--- src/rtl/mod_reduce_if.sv ---
// Handshake bundle between the multiplier output register, mod_reduce and the result consumer.
// master drives the product/modulus and out_ready; slave is the reduction stage.
interface mod_reduce_if #(
  parameter int N = 8
);
  logic           in_valid;
  logic           in_ready;
  logic [2*N-1:0] prod;
  logic [N-1:0]   modulus;
  logic           out_valid;
  logic           out_ready;
  logic [N-1:0]   res;
  logic           err;
  logic           busy;

  modport master (
    output in_valid, prod, modulus, out_ready,
    input  in_ready, out_valid, res, err, busy
  );

  modport slave (
    input  in_valid, prod, modulus, out_ready,
    output in_ready, out_valid, res, err, busy
  );
endinterface

--- src/rtl/mod_reduce.sv ---
// Sequential P mod M: restoring shift/conditional-subtract reduction, one product bit per clock,
// MSB first, with valid/ready handshakes on both sides.
//
// state  | meaning
// IDLE   | waiting for a product/modulus pair, in_ready high
// RUN    | shifting one product bit per clock into the remainder
// DONE   | res/err held with out_valid high until out_ready
module mod_reduce #(
  parameter int N  = 8,
  parameter int CW = 5
) (
  input  logic      clk,
  input  logic      rst_n,
  mod_reduce_if.slave bus
);

  localparam logic [CW-1:0] CNT_INIT = CW'(2*N-1);

  typedef enum logic [1:0] {
    S_IDLE,
    S_RUN,
    S_DONE
  } state_t;

  state_t         state_q, state_d;
  logic [2*N-1:0] sr_q, sr_d;
  logic [N-1:0]   mr_q, mr_d;
  logic [N-1:0]   r_q, r_d;
  logic [CW-1:0]  cnt_q, cnt_d;
  logic [N-1:0]   res_q, res_d;
  logic           err_q, err_d;

  // r < M is invariant, so r fits in N bits and t = 2r + bit < 2M needs only N+1 bits.
  logic [N:0]     t_w;
  logic           ge_w;
  logic [N-1:0]   diff_w;
  logic [N-1:0]   r_step_w;

  assign t_w      = {r_q, sr_q[2*N-1]};
  assign ge_w     = (t_w >= {1'b0, mr_q});
  assign diff_w   = t_w[N-1:0] - mr_q;
  assign r_step_w = ge_w ? diff_w : t_w[N-1:0];

  always_comb begin
    state_d = state_q;
    sr_d    = sr_q;
    mr_d    = mr_q;
    r_d     = r_q;
    cnt_d   = cnt_q;
    res_d   = res_q;
    err_d   = err_q;
    case (state_q)
      S_IDLE: begin
        if (bus.in_valid) begin
          sr_d  = bus.prod;
          mr_d  = bus.modulus;
          r_d   = '0;
          cnt_d = CNT_INIT;
          if (bus.modulus == '0) begin
            err_d   = 1'b1;
            res_d   = '0;
            state_d = S_DONE;
          end else begin
            err_d   = 1'b0;
            state_d = S_RUN;
          end
        end
      end
      S_RUN: begin
        r_d   = r_step_w;
        sr_d  = {sr_q[2*N-2:0], 1'b0};
        cnt_d = cnt_q - CW'(1);
        if (cnt_q == '0) begin
          res_d   = r_step_w;
          state_d = S_DONE;
        end
      end
      S_DONE: begin
        if (bus.out_ready) begin
          state_d = S_IDLE;
        end
      end
      default: begin
        state_d = S_IDLE;
      end
    endcase
  end

  always_ff @(posedge clk) begin
    if (!rst_n) begin
      state_q <= S_IDLE;
      sr_q    <= '0;
      mr_q    <= '0;
      r_q     <= '0;
      cnt_q   <= '0;
      res_q   <= '0;
      err_q   <= 1'b0;
    end else begin
      state_q <= state_d;
      sr_q    <= sr_d;
      mr_q    <= mr_d;
      r_q     <= r_d;
      cnt_q   <= cnt_d;
      res_q   <= res_d;
      err_q   <= err_d;
    end
  end

  // Handshake outputs are pure decodes of the registered state.
  assign bus.in_ready  = (state_q == S_IDLE);
  assign bus.busy      = (state_q == S_RUN);
  assign bus.out_valid = (state_q == S_DONE);
  assign bus.res       = res_q;
  assign bus.err       = err_q;

endmodule

--- src/flat_wrapper.sv ---
// flat-port wrapper written by rule: the top's interface ports become plain ports
module mod_reduce_flat 
#(
  parameter int N  = 8,
  parameter int CW = 5
)
  (clk, rst_n, bus_in_valid, bus_prod, bus_modulus, bus_out_ready, bus_in_ready, bus_out_valid, bus_res, bus_err, bus_busy);
  mod_reduce_if #(.N(N)) bus_i ();
  input  logic clk;
  input  logic rst_n;
  input wire logic [$bits(bus_i.in_valid)-1:0] bus_in_valid;
  input wire logic [$bits(bus_i.prod)-1:0] bus_prod;
  input wire logic [$bits(bus_i.modulus)-1:0] bus_modulus;
  input wire logic [$bits(bus_i.out_ready)-1:0] bus_out_ready;
  output wire logic [$bits(bus_i.in_ready)-1:0] bus_in_ready;
  output wire logic [$bits(bus_i.out_valid)-1:0] bus_out_valid;
  output wire logic [$bits(bus_i.res)-1:0] bus_res;
  output wire logic [$bits(bus_i.err)-1:0] bus_err;
  output wire logic [$bits(bus_i.busy)-1:0] bus_busy;
  assign bus_i.in_valid = bus_in_valid;
  assign bus_i.prod = bus_prod;
  assign bus_i.modulus = bus_modulus;
  assign bus_i.out_ready = bus_out_ready;
  assign bus_in_ready = bus_i.in_ready;
  assign bus_out_valid = bus_i.out_valid;
  assign bus_res = bus_i.res;
  assign bus_err = bus_i.err;
  assign bus_busy = bus_i.busy;
  mod_reduce #(.N(N), .CW(CW)) u_core (.clk(clk), .rst_n(rst_n), .bus(bus_i));
endmodule
--- config.mk ---
export PLATFORM = sky130hd
export DESIGN_NAME = mod_reduce_flat
export DESIGN_NICKNAME = d
export VERILOG_FILES = /design/src/rtl/mod_reduce_if.sv /design/src/rtl/mod_reduce.sv /design/src/flat_wrapper.sv
export SDC_FILE = /design/constraint.sdc
export NUM_CORES = 1
export LEC_CHECK = 0
export CAP_MARGIN = 25
export CELL_PAD_IN_SITES_DETAIL_PLACEMENT = 0
export CELL_PAD_IN_SITES_GLOBAL_PLACEMENT = 1
export CORE_MARGIN = 2
export CORE_UTILIZATION = 35
export CTS_CLUSTER_DIAMETER = 200
export DETAILED_ROUTE_END_ITERATION = 7
export GPL_ROUTABILITY_DRIVEN = 0
export MAX_ROUTING_LAYER = met4
export PLACE_DENSITY_LB_ADDON = 0.1
export REMOVE_ABC_BUFFERS = 1
export SLEW_MARGIN = 5
export SYNTH_ARGS = -nofsm -noshare
export SYNTH_HDL_FRONTEND = slang
export SYNTH_SLANG_ARGS = --single-unit
--- constraint.sdc ---
create_clock -name clk -period 2.1 [get_ports clk]
set_clock_uncertainty 0.1 [all_clocks]
set_input_delay 0.42 -clock clk [delete_from_list [all_inputs] [get_ports clk]]
set_output_delay 0.42 -clock clk [all_outputs]
set_load 0.03 [all_outputs]
==> out/qor.csv, run 1 <==
stage;metric;value;unit
status;status;completed;
placement;dp_cells;421;
clocking;cts_buffer_depth;2;
global_routing;grt_pass1_vias;2125;
clocking;clkSlewWorstSetupHoldPaths;100;ps
logic_synthesis;yosys.area.top_type;dfxtp_1;
sta;period_share;98.7;%
setup_path;crit_path_end_kind;flop;
clocking;cts_hold_buffers;0;
logic_synthesis;syn-instance-count;289;
logic_synthesis;syn_area;0.00236;mm^2
logic_synthesis;avgSynthCellArea;8.18;um^2
setup_path;crit_chain;ha_4 > a21o_1 > a21oi_2 > buf_4 > buf_4 > a21boi_0 > o211ai_1 > mux2i_4 > o21ai_1;
setup_path;critPathMaxStageDelay;370;ps
clocking;insertion_delay;300;ps
logic_synthesis;synth_seq_area_share;40.6;%
floorplan;die_h;86.2;um
detailed_routing;drc_errors;0;
setup_path;reg2reg_slack;30;ps
sta;setup_violations;0;
setup_path;r2r_cells;9;
logic_synthesis;yosysMostFrequentCell;nand2_1;
detailed_routing;viasPerCell;4.97;
detailed_routing;wl;5.91;mm
cells_and_area;diodes;0;
min_path;hp-start;u_core.bus.res[1];
min_path;worstHoldPathType;flop to flop;
sta;slew_headroom;56.0;%
detailed_routing;detail-route-antenna-nets;0;
logic_synthesis;synth-seq-cells;48;
sta;hold_viol_final;0;
floorplan;die_w;86.2;um
detailed_routing;num_vias;2167;
logic_synthesis;yosys_warnings;0;
logic_synthesis;ys_types;45;
cells_and_area;final_nets;397;
sta;rsz0062_at_grt;true;
global_routing;antenna_found_initial;0;
floorplan;pin_count;40;
clocking;root_buffer;clkbuf_8;
sta;period_needed;2070;ps
logic_synthesis;ys.flop_type;dfxtp_1;
setup_path;crit_top_cell;buf_4;
logic_synthesis;synth_edf_count;0;
placement;io_buffers;39;
global_routing;gr-total-overflow;0;
power;power.density;896;mW/mm^2
sta;tightest_slew;658;ps
min_path;hold_depth;2;
setup_path;worst-path-buf-inv;2;
setup_path;r2r_end;u_core.bus.res[7];
sta;fin_tns_setup;0;ps
global_routing;grt_start_max_net_pins;26;
cells_and_area;layout-drive-gt1-share;23.4;%
sta;report.final.slew_viol_count;0;
detailed_routing;drt_first_iter_violations;77;
floorplan;fp.dieArea;0.00743;mm^2
global_routing;grt_usage;17.2;%
min_path;hold_end;u_core.bus.res[1];
floorplan;core_area;0.00646;mm^2
setup_path;required;2240;ps
power;ir_drop;0.362;mV
floorplan;initial_core_util;36.6;%
detailed_routing;wl_per_cell;13.6;um
logic_synthesis;synth.area.top_cells;dfxtp_1 (41%), nand2_1 (11%), a311oi_1 (5.6%);
logic_synthesis;synthArstFlopShare;0;%
clocking;numCtsBuffers;5;
cells_and_area;syn2layout_area_growth;42.3;%
clocking;clock_sinks;48;
logic_synthesis;synth_top_area_share;40.6;%
setup_path;cpLargestDelayFamily;compound AO/OA/AOI/OAI gates;
clocking;cts_tree;yes;
clocking;htree_levels;2;
placement;dpl.hpwl;4.24;mm
setup_path;r2r-start;u_core.r_q[2];
setup_path;crit_slowest_cell;o211ai_1;
cells_and_area;layout.cells.non_filler;436;
floorplan;fp-row-count;29;
logic_synthesis;yosys-top-cells-count;nand2_1 (71), dfxtp_1 (48), nor2_1 (29);
setup_path;critical_path.max_fanout;3;
setup_path;critPathKind;flop to flop;
setup_path;crit_arrival;2220;ps
setup_path;start_kind;flop;
detailed_routing;dr.pass1.iters;5;
job;maxCapViolations;0;
sta;max_freq;483;MHz
global_routing;grt_first_pass_wirelength;9.99;mm
power;p_leak;1.36;nW
## worst min-delay path: stages, from the launching register on
cell	delay (ps)
dfxtp_1	320
nand2_1	50
o21ai_1	50
## placed cells by master, fill, tap and decap left out, drive strengths merged, types with 2 or more instances in the layout
cell type,instances
nor2b,3
a311oi,15
a21o,2
a21boi,5
o21a,2
ha,10
xor2,2
inv,14
dfxtp,48
mux2,3
nor4,3
xnor2,6
nor2,29
nor3,3
buf,36
a32oi,2
clkinv,2
or2,3
clkdlybuf4s50,36
a21oi,12
o21ai,22
nand2,71
clkbuf,6
mux2i,5
## final cells by class
cell class	instances	area (um^2)
inverters	15	56.3
flip-flops and latches	48	972
fillers	645	3090
well taps	77	96.3
clock buffers	6	82.6
multi-input cells	214	1460
repair buffers	74	663
clock inverters	2	38.8
## how the worst max path moves through the flow
stage / cells past startpoint / slack, ps / end / start
floorplan: 6 / -220 / u_core.cnt_q[4] / u_core.state_q[0]
global placement: 7 / -60 / u_core.bus.res[6] / bus_modulus[3]
detailed placement: 7 / -140 / u_core.bus.res[6] / bus_modulus[3]
CTS: 9 / -2 / u_core.bus.res[7] / u_core.mr_q[3]
global route: 9 / -90 / u_core.bus.res[4] / u_core.mr_q[3]
finish: 9 / 30 / u_core.bus.res[7] / u_core.r_q[2]
## power breakdown
part           internal, mW  total [mW]  switching (mW)
Sequential             1.00        1.07          0.0693
Combinational         0.656        1.22           0.567
Clock                 0.390       0.721           0.331
## timing repair
action                     in CTS  in global routing
setup buffers                   3                  4
gates resized for setup        23                 21
pin swaps                      14                 13
setup endpoints to repair      15                 16
## per-stage QoR
stage	util [%]	power, mW	hold slack [ps]	instance area [um^2]	setup WS, ps
5_1_grt	52.1	3.19	382	3360	-88.2
6_report	52.1	3.01	352	3360	28.0
2_1_floorplan	-	1.69	336	2320	-219
3_5_place_dp	46.7	2.05	345	3010	-137
4_1_cts	50.3	2.86	356	3250	-2.28
3_3_place_gp	46.7	2.04	343	3010	-60.7
## sequential cells by signal (all words and copies together), names as in the netlist
name	cells
u_core.state_q	2
u_core.bus.res	8
u_core.bus.err	1
u_core.r_q	8
u_core.mr_q	8
u_core.sr_q	16
u_core.cnt_q	5
## routing by layer
layer	global-route usage (%)	routed length, um	part of all wire [%]	up-vias
met4	5.26	76	1.3	0
met1	22.0	2780	47	989
met3	2.95	213	3.6	4
met2	28.0	2840	48	36
li1	-	-	-	1138
met5	-	0	0	-
## cell families (layout without fill, tap and decap cells)
family          Yosys count  after routing  synth area share, %
simple gates            120            120                 21.8
compound gates           67             67                 20.5
flops                    48             48                 40.6
buf+inv                  27             97                 4.39
fa+ha+maj                11             11                 6.14
xor+xnor                  8              8                 2.96
mux                       8              8                 3.54
No activity file was read; power rests on OpenSTA's default activity.
==> run 2: changes to the inputs <==
- PLACE_DENSITY_LB_ADDON: 0.1 -> 0.25
==> run 2 against run 1 <==
Effect of this change: maximum frequency decreased by 0.11%; final area fell by 2.1%; worst hold slack gained 2.0 ps; largest cell class unchanged.
==> out/qor.csv, run 2 (synthesis gave the netlist of run 1 again) <==
stage;metric;value;unit
setup_path;crit_arrival;2220;ps
global_routing;grt_start_max_net_pins;19;
cells_and_area;top_register;u_core.sr_q;
sta;setup_violations;0;
setup_path;worst-path-buf-inv;1;
power;swShare;32.7;%
power;p_leak;1.31;nW
cells_and_area;diodes;0;
setup_path;r2r_cells;8;
floorplan;fp-row-count;29;
power;clock_power_share;24.9;%
detailed_routing;dr.pass1.iters;4;
sta;report.final.slew_viol_count;0;
cells_and_area;layout.cells.non_filler;432;
setup_path;critPathMaxStageDelay;440;ps
floorplan;die_h;86.2;um
setup_path;crit_path_end_kind;flop;
placement;dp_cells;419;
clocking;numCtsBuffers;5;
detailed_routing;viasPerCell;5.03;
sta;slew_headroom;63.8;%
clocking;insertion_delay;310;ps
sta;tightest_slew;541;ps
placement;io_buffers;39;
clocking;cts_hold_buffers;0;
cells_and_area;mostFrequentLayoutCells;nand2_1 (71), dfxtp_1 (42), clkdlybuf4s50_1 (36);
clocking;clock_sinks;48;
sta;period_share;98.8;%
placement;placed_cell_area;0.00300;mm^2
cells_and_area;final_nets;393;
cells_and_area;final_common_cell;nand2_1;
global_routing;antenna_found_initial;0;
setup_path;critical_path.max_fanout;5;
clocking;cts_tree;yes;
cells_and_area;layout-drive-gt1-share;22.0;%
placement;dpl.hpwl;4.22;mm
cells_and_area;final_area;0.00329;mm^2
floorplan;fp.dieArea;0.00743;mm^2
min_path;worstHoldPathType;flop to flop;
clocking;clkSlewWorstSetupHoldPaths;100;ps
floorplan;initial_core_util;36.6;%
detailed_routing;num_vias;2174;
min_path;hold_end;u_core.bus.res[4];
clocking;root_buffer;clkbuf_8;
placement;pre_cts_slack;-83.5;ps
sta;max_freq;482;MHz
setup_path;r2r-start;u_core.mr_q[4];
floorplan;die_w;86.2;um
detailed_routing;wl_per_cell;13.5;um
cells_and_area;syn2layout_area_growth;39.3;%
cells_and_area;largest_reg_flops;16;
detailed_routing;drc_errors;0;
clocking;cts_buffer_depth;2;
power;pwr-share-seq;36.7;%
min_path;hp-start;u_core.bus.res[4];
sta;fin_hold_ws;354;ps
job;maxCapViolations;0;
sta;setup_slack;25.7;ps
power;power_switching;0.949;mW
sta;rsz0062_at_grt;true;
power;comb_power_share;38.3;%
detailed_routing;wl;5.83;mm
status;status;completed;
setup_path;r2r_end;u_core.bus.res[6];
sta;fin_tns_setup;0;ps
sta;period_needed;2070;ps
clocking;htree_levels;2;
power;ir_drop;0.304;mV
setup_path;required;2250;ps
global_routing;grt_pass1_vias;2076;
global_routing;grt_usage;16.8;%
setup_path;cpLargestDelayFamily;simple AND/OR/NAND/NOR gates;
power;power.density;881;mW/mm^2
global_routing;gr-total-overflow;0;
sta;hold_viol_final;0;
global_routing;grt_first_pass_wirelength;9.62;mm
setup_path;critPathKind;flop to flop;
detailed_routing;drt_first_iter_violations;62;
power;intPower;1.95;mW
floorplan;pin_count;40;
min_path;hold_depth;2;
setup_path;crit_slowest_cell;or3b_4;
setup_path;start_kind;flop;
setup_path;reg2reg_slack;30;ps
setup_path;crit_chain;inv_2 > ha_4 > and3_4 > nand3_4 > a31oi_4 > o32ai_4 > or3b_4 > o21ai_1;
power;finalPower;2.90;mW
cells_and_area;post-route-util;51.0;%
detailed_routing;detail-route-antenna-nets;0;
floorplan;core_area;0.00646;mm^2
## run 2: changes by cell type in the layout (fill, tap and decap cells not counted), sizes merged
cell	delta
buf	-5
dlygate4sd2	+1
dlymetal6s2s	-1
o32ai	+1
## run 2: area by class of cell
class | instances | area (um^2)
timing repair buffer | 69 | 611
clock inverter | 2 | 38.8
multi-input combinational | 215 | 1440
sequential | 48 | 968
inverter | 15 | 56.3
tap | 77 | 96.3
fill | 631 | 3170
clock buffer | 6 | 82.6
## run 2: what timing repair did
| item | CTS | global route |
|---|---|---|
| cloned | 1 | 0 |
| buffers inserted | 1 | 3 |
| gates resized for setup | 14 | 20 |
| pin swaps | 7 | 14 |
| endpoints found under the setup margin | 12 | 16 |
## run 2: routing by layer
metal	wire, um	GRT usage (%)
met4	69	4.83
met1	2830	20.9
met3	190	4.38
met5	0	-
met2	2740	27.1
## run 2: worst min-delay path, delay by kind of cell (launching register included)
family | cells | cell delay, ps
DFF | 1 | 320
and+or+nand+nor | 1 | 50
AOI/OAI and AO/OA | 1 | 50
## run 2: power by group through the flow
stage,combinational [mW],clock [mW],sequential [mW]
6_report,1.11,0.723,1.07
5_1_grt,1.22,0.774,1.08
4_1_cts,1.02,0.740,1.06
3_5_place_dp,0.921,0,1.08
3_3_place_gp,0.916,0,1.08
2_1_floorplan,0.608,0,1.08
## run 2: worst max-delay path by stage
stage | from | to | cells past startpoint
2_1_floorplan | u_core.state_q[0] | u_core.cnt_q[4] | 6
3_3_place_gp | bus_modulus[3] | u_core.bus.res[6] | 7
3_5_place_dp | bus_modulus[3] | u_core.bus.res[6] | 7
4_1_cts | u_core.mr_q[3] | u_core.r_q[0] | 8
5_1_grt | u_core.r_q[3] | u_core.r_q[6] | 7
6_report | u_core.mr_q[4] | u_core.bus.res[6] | 8
==> run 3: changes to the inputs <==
- CORE_UTILIZATION: 35 -> 42
- clock period: 2.1 -> 2.4 ns (I/O delays scaled with it)
==> run 3 against run 2 <==
Effect of this change: sequential share of layout area up 2.9 points; final area down 9.6%; routed wire length shrank 11%.
==> out/qor.csv, run 3 (synthesis gave the netlist of run 1 again) <==
stage;metric;value;unit
detailed_routing;detail-route-antenna-nets;0;
job;maxCapViolations;0;
floorplan;fp.dieArea;0.00625;mm^2
status;status;completed;
sta;tightest_slew;597;ps
cells_and_area;nFillCells;558;
cells_and_area;diodes;0;
sta;fin_tns_setup;0;ps
clocking;clock_sinks;48;
global_routing;antenna_found_initial;0;
setup_path;start_kind;flop;
floorplan;fp-row-count;27;
global_routing;grt_usage;17.8;%
clocking;clkSlewWorstSetupHoldPaths;90;ps
power;clock_power_share;21.9;%
setup_path;crit_path_end_kind;flop;
power;pwr-share-seq;42.5;%
global_routing;grt_first_pass_wirelength;8.63;mm
power;ir_drop;0.339;mV
detailed_routing;dr.pass1.iters;4;
clocking;cts_tree;yes;
cells_and_area;largest_reg_flops;16;
setup_path;crit_arrival;2350;ps
power;intPower;1.44;mW
power;power.density;735;mW/mm^2
power;p_leak;1.17;nW
clocking;insertion_delay;310;ps
sta;setup_violations;0;
min_path;worstHoldPathType;flop to flop;
setup_path;cpLargestDelayFamily;simple AND/OR/NAND/NOR gates;
setup_path;critical_path.max_fanout;5;
setup_path;crit_chain;inv_1 > ha_1 > and3_4 > nand3_2 > a31oi_4 > o32ai_2 > or3b_1 > o21ai_1;
cells_and_area;final_area;0.00298;mm^2
floorplan;initial_core_util;43.2;%
clocking;htree_levels;2;
floorplan;die_h;79.0;um
clocking;numCtsBuffers;5;
placement;dpl.hpwl;3.90;mm
setup_path;required;2530;ps
global_routing;gr-total-overflow;0;
cells_and_area;mostFrequentLayoutCells;nand2_1 (71), dfxtp_1 (48), clkdlybuf4s50_1 (38);
floorplan;core_area;0.00547;mm^2
detailed_routing;drc_errors;0;
sta;report.final.slew_viol_count;0;
placement;placed_cell_area;0.00287;mm^2
detailed_routing;wl;5.19;mm
setup_path;critPathMaxStageDelay;420;ps
cells_and_area;syn2layout_area_growth;25.9;%
cells_and_area;final_nets;373;
global_routing;grt_start_max_net_pins;21;
sta;hold_viol_final;0;
sta;period_share;92.5;%
power;power_switching;0.746;mW
clocking;root_buffer;clkbuf_8;
floorplan;die_w;79.0;um
cells_and_area;top_register;u_core.sr_q;
power;comb_power_share;35.6;%
sta;max_freq;450;MHz
global_routing;grt_pass1_vias;1974;
detailed_routing;drt_first_iter_violations;72;
detailed_routing;viasPerCell;5.11;
setup_path;crit_slowest_cell;or3b_1;
sta;period_needed;2220;ps
setup_path;critPathKind;flop to flop;
clocking;cts_hold_buffers;0;
floorplan;pin_count;40;
sta;rsz0062_at_grt;false;
detailed_routing;wl_per_cell;12.8;um
sta;slew_headroom;60.1;%
setup_path;worst-path-buf-inv;1;
clocking;cts_setup_buffers;0;
cells_and_area;layout-drive-gt1-share;9.55;%
placement;io_buffers;39;
clocking;postCtsResizedCells;0;
clocking;cts_buffer_depth;2;
power;swShare;34.1;%
cells_and_area;final_common_cell;nand2_1;
detailed_routing;num_vias;2081;
-- run 3: changes by cell type in the layout (fill, tap and decap cells not counted), sizes merged --
| cell | delta |
|---|---|
| buf | -20 |
| clkdlybuf4s50 | +2 |
| clkinv | +2 |
| dlygate4sd2 | -2 |
| bufinv | -1 |
| clkbuf | -1 |
-- run 3: routing by layer --
metal  part of all wire (%)  routed length, um  up-vias  global-route usage (%)
met5                      0                  0        -                       -
met4                    1.0                 53        0                    5.17
met3                    4.0                210        5                    3.98
met2                     44               2280       40                    27.8
met1                     51               2660      946                    23.4
li1                       -                  -     1090                       -
-- run 3: cell type report --
class                   instances  area [um^2]  share of cell area, %
well taps                      72         90.1                   3.03
flip-flops and latches         48          961                   32.3
clock inverters                 3         18.8                  0.631
repair buffers                 49          463                   15.6
inverters                      15         56.3                   1.89
multi-input cells             215         1320                   44.3
clock buffers                   5         68.8                   2.31
-- run 3: worst register-to-register path, cell delays in order, from the launching register on --
cell,delay (ps)
dfxtp_1,340
inv_1,60
ha_1,360
and3_4,220
nand3_2,100
a31oi_4,250
o32ai_2,170
or3b_1,420
o21ai_1,130
-- run 3: worst paths after layout --
| path | start | end | slack [ps] | cells past startpoint |
|---|---|---|---|---|
| setup / recovery | u_core.mr_q[4] | u_core.bus.res[6] | 180 | 8 |
| setup reg to reg | u_core.mr_q[4] | u_core.bus.res[6] | 180 | 8 |
| hold reg to reg | u_core.bus.res[5] | u_core.bus.res[5] | 350 | 2 |
| hold / removal | u_core.bus.res[5] | u_core.bus.res[5] | 350 | 2 |
-- run 3: power groups by stage --
stage | Clock, mW | Sequential (mW) | Combinational, mW
6_report | 0.479 | 0.930 | 0.778
5_1_grt | 0.526 | 0.941 | 0.860
4_1_cts | 0.489 | 0.928 | 0.740
3_5_place_dp | 0 | 0.947 | 0.738
3_3_place_gp | 0 | 0.945 | 0.738
2_1_floorplan | 0 | 0.944 | 0.532
-- run 3: stage by stage --
stage          std cells  total power [mW]  setup slack (ps)  utilization (%)  hold WS (ps)
2_1_floorplan        277              1.48              49.1                -           336
3_3_place_gp         397              1.68               120             52.4           341
3_5_place_dp         397              1.68               131             52.4           344
4_1_cts              405              2.16               119             54.0           358
5_1_grt              407              2.33              55.1             54.4           379
6_report             407              2.19               179             54.4           353
==> RTL change 1 (settings of run 1) <==
`CW` is set to 5 in 2 places; all go to 10.
--- a/src/rtl/mod_reduce.sv
+++ b/src/rtl/mod_reduce.sv
@@ -8,5 +8,5 @@
 module mod_reduce #(
   parameter int N  = 8,
-  parameter int CW = 5
+  parameter int CW = 10
 ) (
   input  logic      clk,
--- a/src/flat_wrapper.sv
+++ b/src/flat_wrapper.sv
@@ -3,5 +3,5 @@
 #(
   parameter int N  = 8,
-  parameter int CW = 5
+  parameter int CW = 10
 )
   (clk, rst_n, bus_in_valid, bus_prod, bus_modulus, bus_out_ready, bus_in_ready, bus_out_valid, bus_res, bus_err, bus_busy);
Function: same outputs for any inputs over 10 cycles, from zero or initial values and one cycle with rst_n low; that may be too few to reach the edited logic, so the function may still have changed.
==> RTL change 1 against run 1 <==
  * Setup slack got worse by 77 ps
  * Via count increased by 13%
  * Critical endpoint is now u_core.r_q[2]$_SDFFE_PN0P_
  * Routed wire length increased by 17%
  * Area after synthesis increased by 9.8%
  * Total power increased by 1.5%
  * Design area increased by 9.3%
  * Sequential cell count increased by 5
  * Clock power decreased by 6.9%
  * Critical path depth decreased by 1
  * Sequential share of layout area increased by 0.31 points
  * First-iteration DRC count decreased by 21%
  * Largest power group unchanged
  * The flow now finishes with violations (setup timing)
==> RTL change 1: results (changes against run 1) <==
outcome finished, violations left; failing checks setup timing; setup bufs post-CTS 2 (-1); Post-DP HPWL 4890 um (+15%); WL/cell 14.3 um (+5.3%); Syn Inst Count 313 (+8.3%); sequential area share after synthesis 40.8% (+0.21 points); Routed met1 length 3410 um (+23%); Clock net power 0.671 mW (-6.9%); seq pwr 1.16 mW (+8%); cell-internal power 2.01 mW (-1.8%); vias in the first global route 2300 (+8.2%); 1st-iter DRT viols 61 (-21%); global-route usage over all layers 17.6% (+0.39 points); M2 GR Usage 28.1% (about the same); Pre-antenna DRT Iters 4 (-1); final WL 6910 um (+17%); I/O Buffers 39 (unchanged); met1 track demand over resource 23.3% (+1.3 points); Worst Slack Setup Final -49.2 ps (-77.2 ps); Hold EP u_core.bus.res[5]$_SDFFE_PN0P_; hold path cells 2 (unchanged); final hold slack 358 ps (+6.14 ps); Clock Pin Slew Worst Setup and Hold Paths 100 ps (about the same); Commonest cells post-synth 53 x dfxtp_1, 51 x nand2_1, 50 x a21oi_1; worst slew pin tran 404 ps (-254 ps); min-delay src u_core.bus.res[5]$_SDFFE_PN0P_; # placed instances 471 (+12%); Placed Area 0.00334 sq mm (+11%); Clk Latency, worst-skew pair 310 ps; Yosys Warn Count 0 (unchanged); post-place setup slack -224 ps (-87.0 ps); HP Class reg -> reg; Setup crit end u_core.r_q[2]$_SDFFE_PN0P_; Max IR drop VDD 325 uV (-10%); first-pass GRT wire length 11200 um (+13%); Filler cells 730 (+13%); Synth area leaders dfxtp_1 41%, a21oi_1 9.6%, nand2_1 7.4%, ha_1 4.8%, a22oi_1 4.3%; nets@finish 423 (+6.5%); layout cells sized above 1 27.5% (+4.1 points); R2R cell count 8 (-1); crit-path max FO 5 (+2); max layer used met4; Global Route met3 Usage 2.85% (-0.10 points); post_cts resized 39 (+70%); Max clock buf depth 2 (unchanged); Setup-failing EPs final 10 (+10); largest net degree at the start of global routing 26 (unchanged); initial antenna violation count 0 (unchanged); Leakage 1.39 nW (+2.5%); Setup TNS Final -286 ps (-286 ps); via count 2443 (+13%); RR Startpoint u_core.r_q[1]$_SDFFE_PN0P_; met2 routed WL 3190 um (+12%); met3 routed WL 195 um (-8.5%); Unique masters post-synth 52 (+16%)
[RTL change 1: critical path, cell delays in order, from the launching register on]
cell	delay, ps
dfxtp_1	440
ha_4	230
and3_4	150
o21ai_1	130
a31oi_2	120
nor4_2	240
buf_4	230
mux2_4	330
a21oi_2	110
[RTL change 1: cells by family after synthesis]
kind of cell	synth area share (%)
AND/OR/NAND/NOR	20.6
AO/OA/AOI/OAI	22.7
flip-flops	40.8
buffers and inverters	5.30
adder cells (fa/ha/maj)	5.59
multiplexers	2.89
XOR/XNOR	2.02
[RTL change 1: layout make-up]
class | instances | area (sq um) | area share, %
Clock inverter | 1 | 8.76 | 0.238
Timing Repair Buffer | 81 | 727 | 19.8
Multi-Input combinational cell | 226 | 1580 | 43.0
Tap cell | 99 | 124 | 3.37
Clock buffer | 7 | 96.3 | 2.62
Inverter | 17 | 66.3 | 1.80
Sequential cell | 53 | 1070 | 29.2
==> RTL change 2 (flow settings as in run 1) <==
Made on the original files. Re-encode `state_t` (3 states) as one-hot, 3 bits wide.
--- a/src/rtl/mod_reduce.sv
+++ b/src/rtl/mod_reduce.sv
@@ -17,8 +17,8 @@
   localparam logic [CW-1:0] CNT_INIT = CW'(2*N-1);
 
-  typedef enum logic [1:0] {
-    S_IDLE,
-    S_RUN,
-    S_DONE
+  typedef enum logic [2:0] {
+    S_IDLE = 3'b001,
+    S_RUN  = 3'b010,
+    S_DONE = 3'b100
   } state_t;
 
Function: no difference found for any inputs over 10 cycles, from zero or initial values and one cycle with rst_n low; not proved beyond that.
==> RTL change 2 against run 1 <==
  * Critical path depth down 1
  * Area after synthesis up 9.4%
  * Utilization up 0.37 points
  * Design area up 12%
  * Routed wire length up 19%
  * Highest routed layer unchanged
  * Total power down 19%
  * Setup slack better by 33 ps
  * Sequential cell count up 1
  * Largest power group is now registers
  * Combinational power down 39%
==> RTL change 2: results (changes against run 1) <==
outcome finished clean; Clock Tree Root clkbuf_8; Commonest cells post-synth 58 x nand2_1, 49 x dfxtp_1, 25 x nor2_1; largest net degree at the start of global routing 35 (+35%); Unique masters post-synth 50 (+11%); nets@finish 446 (+12%); min-delay src u_core.mr_q[3]$_SDFFE_PN0P_; initial antenna violation count 0 (unchanged); Placed Area 0.00345 sq mm (+15%); Top FF cell, synth dfxtp_1; highest cell delay on the worst timing path 380 ps; Hold Fails Final Rpt 0 (unchanged); hold path cells 2 (unchanged); crit-path max FO 3 (unchanged); Vias/cell 4.98 (+0.20%); CTS H-tree lvls 2 (unchanged); Async S/R FF share, synth 0% (unchanged); Yosys Warn Count 0 (unchanged); Clk Latency, worst-skew pair 310 ps; 1st-iter DRT viols 119 (+55%); r2r endpoint u_core.r_q[6]$_SDFFE_PN0P_; Inserted Clock Buffers 5 (unchanged); HP Class reg -> reg; CP arrival 2170 ps (-50 ps); Max clock buf depth 2 (unchanged); global-route usage over all layers 17.6% (+0.36 points); Max IR drop VDD 240 uV (-34%); worst setup path class reg -> reg; vias in the first global route 2359 (+11%); Post-DP HPWL 5190 um (+22%); Pre-antenna DRT Iters 4 (-1); Worst Slack Setup Final 61.4 ps (+33.4 ps); number of diodes 0 (unchanged); Filler cells 716 (+11%); post-place setup slack -305 ps (-168 ps); Leakage 1.51 nW (+12%); Synth area leaders dfxtp_1 38%, nand2_1 8.4%, a311oi_1 5.8%, ha_1 4.8%, a21oi_1 4.1%; R2R cell count 8 (-1); Hold EP u_core.mr_q[3]$_SDFFE_PN0P_; Clock Pin Slew Worst Setup and Hold Paths 100 ps (about the same); worst slew pin tran 602 ps (-56.7 ps); first-pass GRT wire length 11400 um (+14%); largest register by flop count u_core.sr_q; Post-synth EDFFs 0 (unchanged); RR Startpoint u_core.sr_q[15]$_SDFFE_PN0P_; sequential area share after synthesis 37.9% (-2.7 points); I/O Buffers 39 (unchanged); Crit-path slowest cell a2111o_1; layout cells sized above 1 27.7% (+4.3 points); max reg flops 16 (unchanged); WL/cell 13.8 um (+2.0%)
-- RTL change 2: where the power goes --
group / internal, mW / switching (mW) / leakage, nW / total, mW
Combinational: 0.373 / 0.368 / 1.05 / 0.741
Sequential: 0.982 / 0.0295 / 0.403 / 1.01
Clock: 0.357 / 0.337 / 0.0585 / 0.694
-- RTL change 2: critical path, delay by kind of cell (launching register included) --
family	cells	cell delay [ps]
simple gates	1	160
compound gates	4	800
fa+ha+maj	2	530
buf+inv	1	40
flops	1	320
-- RTL change 2: repair_timing --
| action | CTS | global route |
|---|---|---|
| resized for setup | 15 | 29 |
| pin swaps | 2 | 9 |
| buffers inserted | 1 | 2 |
| cloned | 0 | 0 |
| endpoints found under the setup margin | 15 | 17 |
-- RTL change 2: cells by family after synthesis --
group	after synthesis	synth area share [%]
and+or+nand+nor	136	26.2
AOI/OAI and AO/OA	83	23.0
DFF	49	37.9
buffers and inverters	35	6.19
adders and majority gates	11	5.61
xor gates and xnor gates	2	0.677
muxes	1	0.387
-- RTL change 2: per-layer routing --
| layer | part of all wire (%) | track usage, % | vias to the layer above |
|---|---|---|---|
| met5 | 0 | - | - |
| met4 | 1.1 | 5.00 | 0 |
| met3 | 2.2 | 2.51 | 7 |
| met2 | 47 | 28.5 | 32 |
| met1 | 49 | 23.1 | 1160 |
| li1 | - | - | 1326 |
-- RTL change 2: final cells by class --
class | count | area (sq um) | area share (%)
flip-flops and latches | 49 | 990 | 26.1
inverters | 17 | 68.8 | 1.82
repair buffers | 101 | 865 | 22.8
well taps | 99 | 124 | 3.27
multi-input cells | 233 | 1630 | 42.9
clock inverters | 3 | 43.8 | 1.16
clock buffers | 5 | 68.8 | 1.82
-- RTL change 2: worst max path at each step --
| stage | to | cells past startpoint |
|---|---|---|
| after CTS | u_core.bus.res[5]$_SDFFE_PN0P_ | 8 |
| after detailed placement | u_core.bus.res[5]$_SDFFE_PN0P_ | 6 |
| after global placement | u_core.bus.res[5]$_SDFFE_PN0P_ | 6 |
| final | u_core.r_q[6]$_SDFFE_PN0P_ | 8 |
| after global routing | u_core.bus.res[5]$_SDFFE_PN0P_ | 8 |
| after floorplan | u_core.bus.res[5]$_SDFFE_PN0P_ | 6 |
-- RTL change 2: metrics by stage --
stage / util, % / hold WS [ps] / std cells
after global routing: 52.5 / 375 / 507
final: 52.5 / 356 / 507
after CTS: 50.4 / 362 / 505
after global placement: 47.9 / 345 / 496
after detailed placement: 47.9 / 348 / 496
after floorplan: - / 336 / 299
